[src/rtl/bram_frame_streamer.sv]
// Streams one lattice frame from the LBM BRAM bank to an AXI4-Stream DMA.
// Credit-limited prefetch keeps reads ahead of the stream without overrunning the FIFO.
module bram_frame_streamer #(
    parameter int DATA_WIDTH = 16,
    parameter int NUM_DIRS   = 9,
    parameter int DEPTH      = 2500,
    parameter int ADDR_WIDTH = 12,
    parameter int RD_LATENCY = 1,
    parameter int FIFO_DEPTH = 4
) (
    input  logic                               m00_axis_aclk,
    input  logic                               m00_axis_aresetn,
    input  logic                               frame_ready,
    output logic                               rd_en,
    output logic [ADDR_WIDTH-1:0]              rd_addr,
    input  logic [NUM_DIRS*DATA_WIDTH-1:0]     rd_data,
    input  logic                               m00_axis_tready,
    output logic                               m00_axis_tvalid,
    output logic [NUM_DIRS*DATA_WIDTH-1:0]     m00_axis_tdata,
    output logic [NUM_DIRS*DATA_WIDTH/8-1:0]   m00_axis_tstrb,
    output logic                               m00_axis_tlast,
    output logic                               busy,
    output logic                               frame_done
);

    localparam int W  = NUM_DIRS * DATA_WIDTH;
    localparam int PW = (FIFO_DEPTH > 1) ? $clog2(FIFO_DEPTH) : 1;
    localparam int CW = $clog2(FIFO_DEPTH + 1) + 1;

    typedef enum logic [1:0] {IDLE, READ, DRAIN, DONE} state_t;

    state_t                 state, next_state;
    logic [ADDR_WIDTH-1:0]  issue_cnt;
    logic                   issue, issue_last, rd_last;
    logic [RD_LATENCY-1:0]  vpipe, lpipe;
    logic [W-1:0]           mem [FIFO_DEPTH];
    logic [FIFO_DEPTH-1:0]  last_mem;
    logic [PW-1:0]          wptr, rptr;
    logic [CW-1:0]          count, used;
    logic                   push, pop;

    assign issue_last = (issue_cnt == ADDR_WIDTH'(DEPTH - 1));
    assign push       = vpipe[RD_LATENCY-1];
    assign pop        = m00_axis_tvalid && m00_axis_tready;

    // FIFO slots already claimed: stored entries plus every read still in flight
    always_comb begin
        used = count + CW'(rd_en);
        for (int i = 0; i < RD_LATENCY; i++)
            used = used + CW'(vpipe[i]);
    end

    always_ff @(posedge m00_axis_aclk or negedge m00_axis_aresetn) begin
        if (!m00_axis_aresetn) state <= IDLE;
        else                   state <= next_state;
    end

    always_comb begin
        next_state = state;
        unique case (state)
            IDLE:  if (frame_ready) next_state = READ;
            READ:  if (issue && issue_last) next_state = DRAIN;
            DRAIN: if (pop && m00_axis_tlast) next_state = DONE;
            DONE:  next_state = IDLE;
            default: next_state = IDLE;
        endcase
    end

    always_comb begin
        busy       = (state != IDLE);
        frame_done = (state == DONE);
        issue      = (state == READ) && (used < CW'(FIFO_DEPTH));
    end

    always_ff @(posedge m00_axis_aclk or negedge m00_axis_aresetn) begin
        if (!m00_axis_aresetn) begin
            rd_en     <= 1'b0;
            rd_addr   <= '0;
            rd_last   <= 1'b0;
            issue_cnt <= '0;
            vpipe     <= '0;
            lpipe     <= '0;
        end else begin
            rd_en   <= issue;
            rd_last <= issue && issue_last;
            if (issue) begin
                rd_addr   <= issue_cnt;
                issue_cnt <= issue_cnt + ADDR_WIDTH'(1);
            end
            if (state == DONE) begin
                rd_addr   <= '0;
                issue_cnt <= '0;
            end
            vpipe[0] <= rd_en;
            lpipe[0] <= rd_last;
            for (int i = 1; i < RD_LATENCY; i++) begin
                vpipe[i] <= vpipe[i-1];
                lpipe[i] <= lpipe[i-1];
            end
        end
    end

    always_ff @(posedge m00_axis_aclk) begin
        if (push) mem[wptr] <= rd_data;
    end

    always_ff @(posedge m00_axis_aclk or negedge m00_axis_aresetn) begin
        if (!m00_axis_aresetn) begin
            wptr     <= '0;
            rptr     <= '0;
            count    <= '0;
            last_mem <= '0;
        end else begin
            if (push) begin
                last_mem[wptr] <= lpipe[RD_LATENCY-1];
                wptr           <= wptr + PW'(1);
            end
            if (pop) rptr <= rptr + PW'(1);
            count <= count + CW'(push) - CW'(pop);
        end
    end

    assign m00_axis_tvalid = (count != '0);
    assign m00_axis_tdata  = m00_axis_tvalid ? mem[rptr] : '0;
    assign m00_axis_tlast  = m00_axis_tvalid && last_mem[rptr];
    assign m00_axis_tstrb  = '1;

endmodule

[config.mk]
export PLATFORM = sky130hd
export DESIGN_NAME = bram_frame_streamer
export DESIGN_NICKNAME = d
export VERILOG_FILES = /design/src/rtl/bram_frame_streamer.sv
export SDC_FILE = /design/constraint.sdc
export NUM_CORES = 1
export LEC_CHECK = 0
export ABC_AREA = 1
export CAP_MARGIN = 5
export CORE_UTILIZATION = 61
export CTS_BUF_LIST = sky130_fd_sc_hd__clkbuf_2 sky130_fd_sc_hd__clkbuf_4 sky130_fd_sc_hd__clkbuf_8
export DETAILED_ROUTE_END_ITERATION = 7
export GPL_TIMING_DRIVEN = 0
export PLACE_DENSITY = 0.94
export SLEW_MARGIN = 20
export SYNTH_ARGS = -nofsm -noshare
export SYNTH_HDL_FRONTEND = slang
export SYNTH_SLANG_ARGS = --single-unit
[constraint.sdc]
create_clock -name m00_axis_aclk -period 7.02 [get_ports m00_axis_aclk]
set_input_delay 0.702 -clock m00_axis_aclk [delete_from_list [all_inputs] [get_ports m00_axis_aclk]]
set_output_delay 0.702 -clock m00_axis_aclk [all_outputs]
set_load 0.02 [all_outputs]
Yosys cells after proc, flatten, opt, wreduce, memory -nomap -nowiden
Memories as Yosys holds them, arrays and structs flattened.
Cells that the tools add are included.
- flip-flop bits (word level): 42
- RAM bits: 576
- output and inout port bits: 179
- word-level logic and storage cells: 57
- memories: 1
- memories (name ; words ; bits a word ; read ports ; clocked after Yosys merged registers in ; wr ports ; RTL line ; source):
    mem ; 4 ; 144 ; 1 ; 0 ; 1 ; 36 ; logic [W-1:0] mem [FIFO_DEPTH];
- $add $sub $neg: 7
- order comparisons: 4
- eq/ne operators: 7
- muxes and demuxes: 16
- reductions and logical operators: 11
- operators with widths (cell ; count):
    $mux 144 ; 1
    $mux 12 ; 4
    $add 12x1->12 const B ; 1
    $add 4x1->4 ; 3
    $eq 12x12->1 const B ; 1
    $pmux 2 s4 ; 1
    $logic_and 1x1->1 ; 6
    $lt 2x3->1 const B ; 2
    $mux 2 ; 3
    $ne 2x2->1 const B ; 3
    $add 2x1->2 const B ; 2
    $bwmux 4 ; 1
    $eq 2x2->1 const B ; 2
    $lt 4x3->1 const B ; 1
    $mux 1 ; 4
    $reduce_bool 2->1 ; 2
    $reduce_bool 4->1 ; 1
    $sub 4x1->4 ; 1
    $reduce_and 3->1 ; 1
    $bmux 1 s2 ; 1
    $demux 1 s2 ; 1
    $eq 2x1->1 const B ; 1
    $ge 2x1->1 const B ; 1
    $logic_not 2->1 ; 1

Longest topological paths before layout
Gate-level depths: netlist (run 1).
- depth in word-level cells: 7
- depth in mapped cells: 13
- gate-level depth less buffers: 12

Worst setup path before layout (run 1)
OpenSTA, ideal clock, no wires.
- kind: flip-flop to flip-flop
- start point: reg wptr[0]
- end point: mem mem[0][0] (netlist bit), enable pin
- arrival: 3488 ps
- path slack: 3035 ps
- stages on the path, launching flop included: 5
- buffers on the path: 0
- path through: dfrtp_1 > inv_1 > ha_1 > nand2_1 > inv_1
- RTL lines (what ; RTL line ; source):
    start: declaration ; 38 ; logic [PW-1:0] wptr, rptr;
    start signal: assignment ; 116 ; wptr <= wptr + PW'(1);
    end: declaration ; 36 ;
No word-level cell before the write port.

Worst setup path in the final report (run 1)
- start point: reg rptr[0]
- end point: out m00_axis_tdata[101]
- longest elaborated chain between the ends: 2
- ends and longest elaborated chain (what ; RTL line ; source):
    start: declaration ; 38 ;
    start signal: assignment ; 118 ; if (pop) rptr <= rptr + PW'(1);
    $mem_v2 4x144 ; - ;
    $mux 144 ; 124 ; assign m00_axis_tdata = m00_axis_tvalid ? mem[rptr] : '0;
    end: declaration ; 19 ; output logic [NUM_DIRS*DATA_WIDTH-1:0] m00_axis_tdata,
No other way between the ends.

==> results of run 1 <==
==> flip-flops by register name, indices dropped and copies added (netlist names), 2 cells and up <==
name       cells
count          4
issue_cnt     12
rd_addr       12
last_mem       4
wptr           2
mem          576
state          2
rptr           2
==> synth_stat cells, drive strengths merged <==
library cell / instances
conb: 1
xnor2: 1
nor3: 4
dfrtp: 42
edfxtp: 576
o21ai: 310
nand3: 19
nand4: 1
nor2: 601
nand2: 76
clkbuf: 54
or2: 2
ha: 17
fa: 1
buf: 78
inv: 42
xor2: 8
a21oi: 151
==> path summary, 6_finish.rpt <==
check                                  from                  end  slack (ns)
max                                 rptr[0]  m00_axis_tdata[101]        2.68
min                                 rd_last                lpipe        0.35
max reg2reg                        count[2]             count[2]        4.70
min reg2reg                         rd_last                lpipe        0.35
max in group asynchronous  m00_axis_aresetn          last_mem[0]        6.03
min in group asynchronous  m00_axis_aresetn           rd_addr[0]        0.50
==> cells in the final DEF, fill, tap and decap left out, types with 31 or more instances in the layout <==
| cell type | count |
|---|---|
| a21oi_1 | 150 |
| clkbuf_1 | 54 |
| clkbuf_8 | 94 |
| clkdlybuf4s50_1 | 307 |
| dfrtp_1 | 42 |
| edfxtp_1 | 576 |
| inv_1 | 31 |
| nand2_1 | 75 |
| nor2_1 | 601 |
| o21ai_0 | 188 |
| o21ai_1 | 122 |
==> cell type report <==
type	instances	area [µm²]	share of cell area (%)
antenna	2	5.00	0.0166
buffer	132	643	2.13
clock buffer	124	1520	5.04
clock inverter	35	195	0.648
inverter	42	188	0.623
multi-input combinational	1209	5370	17.8
sequential	618	18300	60.9
tap	518	648	2.15
timing repair buffer	314	3220	10.7
==> per-stage QoR <==
step / worst slack, ns / utilization (%) / total power (µW)
floorplan: 3.04 / - / 7710
global placement: 0.922 / 72.2 / 10100
detailed placement: 3.48 / 72.6 / 10300
CTS: 2.76 / 77.1 / 13100
global route: 2.62 / 77.1 / 13700
finish: 2.68 / 77.1 / 13200
==> power by group <==
group          internal [µW]  switching (µW)
Clock                   1440            1350
Combinational           2160            3770
Sequential              4360             101
==> worst reg2reg max path, delay by kind of cell, from the launching register on <==
kind          cells  cell delay, ns
xor+xnor          1            0.18
fa+ha+maj         4            1.09
buf+inv           3            0.25
flops             1            0.38
simple gates      2            0.30
==> logic make-up (layout without fill, tap and decap cells) <==
kind of cell,count (synthesis),in the layout
AND/OR/NAND/NOR,703,703
AO/OA/AOI/OAI,461,461
buffers and inverters,174,647
adder cells (fa/ha/maj),18,18
other,1,20
flip-flops,618,618
XOR/XNOR,9,9
==> metal layers <==
metal	wire length [µm]	up-vias	GRT usage, %	part of all wire [%]
met2	33300	1323	55.3	50
met5	40	-	0	0.060
met1	23500	8623	39.7	35
li1	-	7797	-	-
met3	7430	168	7.51	11
met4	2130	6	12.6	3.2
==> run metrics, run 1 <==
die width=between 200 and 250 µm; hold depth=0; clk_skew=0.0317 ns; main combinational cell family by area after synthesis=simple AND/OR/NAND/NOR gates; Post-DP HPWL=39500 µm; I/O pin count=approximately 330; slowest stage delay, CP=0.76 ns; TritonCTS buffer count=91; final WL=66400 µm; Clock Latency Late Sink=0.67 ns; worst-path maximum fanout=10; layout cell share with drive strength beyond 1=8.81%; clock transition at the registers of the reported paths=0.07 ns; Worst Path Buf+Inv=4; crit share post-route=61.8%; Max-Cap Viols=0; first-pass GRT wire length=~100000 µm; placed insts=2832; outcome=finished clean; CP Capture Type=output port; WP data required=6.32 ns; Max Slew Vio Count=0; post_cts resized=0; final setup fails=0; CTS sink cnt=618; cell mode on critical path=clkbuf_1; post-synthesis compound-gate area fraction=under 10%; port buffer count=308; top cells by area, synth=edfxtp_1 71%, nor2_1 9.2%, dfrtp_1 4.3%; antenna violations before repair=4; vias per std cell=roughly 6; GRT overflow=0; unrepaired setup endpoints after global routing=false; # rows=around 70; postcts setup bufs=0; Post-layout nets=2574; Filler cells=between 2000 and 2500; crit path kind=flip-flop to output port; maximum VDD drop=0.357 mV; simple-gate portion of the synthesized area=11.0%; Hold Fails Final Rpt=0; Netlist cell types=25; vias in the first global route=18000; XOR/XNOR Fraction of Synth Area=less than 1%; height of the die=just over 200 µm; max_slew headroom=28.5%; family with the most delay on the worst path=buffers and inverters; yosys warns=0; final RePlAce weighted congestion=0.847; Post-Syn Area=24500 µm²; worst hold path type=flip-flop to flip-flop; post-synthesis mux area share=0%; Initial DRC Count=2025; stages on the worst setup path=6; H-Tree Depth=3; Max Freq=231 MHz; slowest stage cell, crit path=clkbuf_1; DP Area=between 20000 and 30000 µm²; root buf cell=clkbuf_8; clock buffer depth=3; worst reg2reg path depth=10; area leader, netlist=edfxtp_1; DR vias=17900; Static Leak=approximately 0.010 µW; Final Cell Area=about 30000 µm²; WL per Instance=22.2 µm; Tmin final=4.34 ns; Hold WS=0.349 ns; fin cells=2994; largest net degree at the start of global routing=85; worst path cell trace=inv_2, clkbuf_1, clkbuf_1, o21ai_0, a21oi_1, clkdlybuf4s50_1; core area=39100 µm²; GR Util All Layers=32.2%; setup TNS=0 ns; CTS tree=yes; area grow syn2layout=23.2%; power density over the cells=437 nW/µm²; Worst setup SP type=flip-flop; Initial Utilization=62.5%; Seq cells post-synth=618; die area=40900 µm²; area share of the largest cell type after synthesis=between 70% and 80%; Post-Syn Instances=1984; drt first pass iters=6; remaining antenna violation count=0; Slew @ Worst Pin=1.07 ns; DRC viols=0; Adder-Cell Fraction of Synth Area=0.952%; Post-CTS Hold Buffers=1; Crit path arrival time=roughly 3.6 ns; register area share after synthesis=75.0%; syn_area_per_cell=12.3 µm²
No activity file was read; power rests on OpenSTA's default activity.
==> run 2, diff against run 1 <==
--- a/config.mk
+++ b/config.mk
@@ -7,11 +7,11 @@
 export LEC_CHECK = 0
 export ABC_AREA = 1
 export CAP_MARGIN = 5
-export CORE_UTILIZATION = 61
+export CORE_UTILIZATION = 51
 export CTS_BUF_LIST = sky130_fd_sc_hd__clkbuf_2 sky130_fd_sc_hd__clkbuf_4 sky130_fd_sc_hd__clkbuf_8
 export DETAILED_ROUTE_END_ITERATION = 7
 export GPL_TIMING_DRIVEN = 0
-export PLACE_DENSITY = 0.94
+export PLACE_DENSITY = 0.85
 export SLEW_MARGIN = 20
 export SYNTH_ARGS = -nofsm -noshare
 export SYNTH_HDL_FRONTEND = slang
==> constraint.sdc (replaced) <==
create_clock -name m00_axis_aclk -period 3.96 [get_ports m00_axis_aclk]
set_input_delay 0.396 -clock m00_axis_aclk [delete_from_list [all_inputs] [get_ports m00_axis_aclk]]
set_output_delay 0.396 -clock m00_axis_aclk [all_outputs]
set_load 0.02 [all_outputs]
==> run metrics, run 2 (synthesis gave the netlist of run 1 again) <==
Max Slew Vio Count=0; Hold WS=0.158 ns; # rows=79; Max-Cap Viols=0; slowest stage delay, CP=0.59 ns; port buffer count=308; worst hold path type=input port to async pin; FF+latch area=around 18000 µm²; Post-DP HPWL=just over 40000 µm; maximum VDD drop=about 0.7 mV; Crit path arrival time=3.41 ns; Power, Total=23800 µW; final RePlAce weighted congestion=0.849; outcome=finished clean; Hold Fails Final Rpt=0; Initial DRC Count=1721; area of the multi-input gates=5370 µm²; Largest regs=mem x576, issue_cnt x12, rd_addr x12; clock transition at the registers of the reported paths=0.06 ns; first-pass GRT wire length=97700 µm; clock buffer depth=3; WL per Instance=20.6 µm; worst-path maximum fanout=10; remaining antenna violation count=0; Tmin final=3.80 ns; Initial Utilization=roughly 52%; Slew @ Worst Pin=0.724 ns; Max Freq=263 MHz; H-Tree Depth=3; I/O pin count=around 330; WP data required=between 3 and 4 ns; power density over the cells=just under 800 nW/µm²; GR Util All Layers=26.2%; area grow syn2layout=26.3%; max_slew headroom=51.7%; unrepaired setup endpoints after global routing=false; max FFs per register=576; final WL=64300 µm; CTS tree=yes; drt first pass iters=6; Final Cell Area=30900 µm²; core area=approximately 47000 µm²; CP Capture Type=output port; CTS sink cnt=618; Top reg by flops=mem; final setup fails=0; vias per std cell=~5.6; crit share post-route=between 90% and 100%; DR vias=17300; commonest non-fill, non-tap cell in the layout=nor2_1; Filler cells=3177; most frequent cells in the layout=601 x nor2_1, 576 x edfxtp_1, 307 x clkdlybuf4s50_1; Clock Latency Late Sink=0.70 ns; largest net degree at the start of global routing=30; worst reg2reg path depth=7; DRC viols=0; setup TNS=0 ns; die area=around 49000 µm²; antenna violations before repair=7; height of the die=about 220 µm; layout cell share with drive strength beyond 1=10.2%; TritonCTS buffer count=98; clk_skew=0.0331 ns; slowest stage cell, crit path=clkdlybuf4s50_1; Post-layout nets=2599; vias in the first global route=between 15000 and 20000; Worst setup SP type=flip-flop; worst path cell trace=inv_1, ha_1, nand2_1, inv_2, buf_2, clkbuf_1, a21oi_1, clkdlybuf4s50_1; die width=221 µm; GRT overflow=0; crit path kind=flip-flop to output port; root buf cell=clkbuf_8; DP Area=roughly 29000 µm²; Static Leak=approximately 0.011 µW
## run 2: changes by cell type in the layout (fill, tap and decap cells not counted), sizes merged
cell      change
clkbuf       +19
bufinv        +3
clkinvlp      +4
inv           -7
diode         +2
buf          +17
## run 2: through the flow
stage	cells	worst slack [ns]	util, %
floorplan	2001	0.675	-
global placement	2916	-1.19	60.4
detailed placement	2939	0.666	61.4
CTS	3117	0.0147	65.7
global route	3119	0.00296	65.7
finish	3121	0.158	65.8
## run 2: final timing paths
kind                                        from                  end  slack (ns)
worst max-delay path                    count[2]  m00_axis_tdata[116]        0.16
worst min-delay path            m00_axis_aresetn          rd_addr[11]        0.16
worst max register to register           wptr[0]           mem[2][44]        1.42
worst min register to register           rd_last                lpipe        0.36
max in group asynchronous       m00_axis_aresetn         issue_cnt[7]        3.31
min in group m00_axis_aclk            rd_data[6]            mem[0][6]        0.34
## run 2: layout make-up
class / instances / share of cell area [%]
flip-flops and latches: 618 / 59.4
repair buffers: 332 / 11.6
plain buffers: 132 / 2.10
inverters: 42 / 0.559
well taps: 607 / 2.46
diodes: 4 / 0.0324
multi-input cells: 1209 / 17.4
clock inverters: 35 / 0.827
clock buffers: 142 / 5.64
## run 2: metal layers
metal	vias up	GRT usage (%)	part of all wire [%]
met4	8	10.3	2.6
met2	997	43.4	49
li1	7856	-	-
met5	-	0	0.073
met1	8349	33.0	38
met3	123	7.00	11
## run 2: where the power goes
| group | total (µW) | switching (µW) | internal, µW |
|---|---|---|---|
| registers | 7890 | 167 | 7720 |
| clock network | 5500 | 2430 | 3070 |
| logic | 10400 | 6530 | 3900 |
## run 2: timing repair
action | 4_1_cts | 5_1_grt
endpoints found under the hold margin | 42 | 0
pin swaps | 0 | 0
resized for setup | 2 | 7
endpoints found under the setup margin | 18 | 8
hold buffers | 1 | 0
setup buffers | 0 | 0
## run 2: worst max-delay path, delay by kind of cell, from the launching register on
| kind | cells | cell delay [ns] |
|---|---|---|
| AND/OR/NAND/NOR | 1 | 0.14 |
| buffers and inverters | 5 | 1.86 |
| AO/OA/AOI/OAI | 1 | 0.18 |
| adder cells (fa/ha/maj) | 1 | 0.16 |
| flip-flops | 1 | 0.38 |
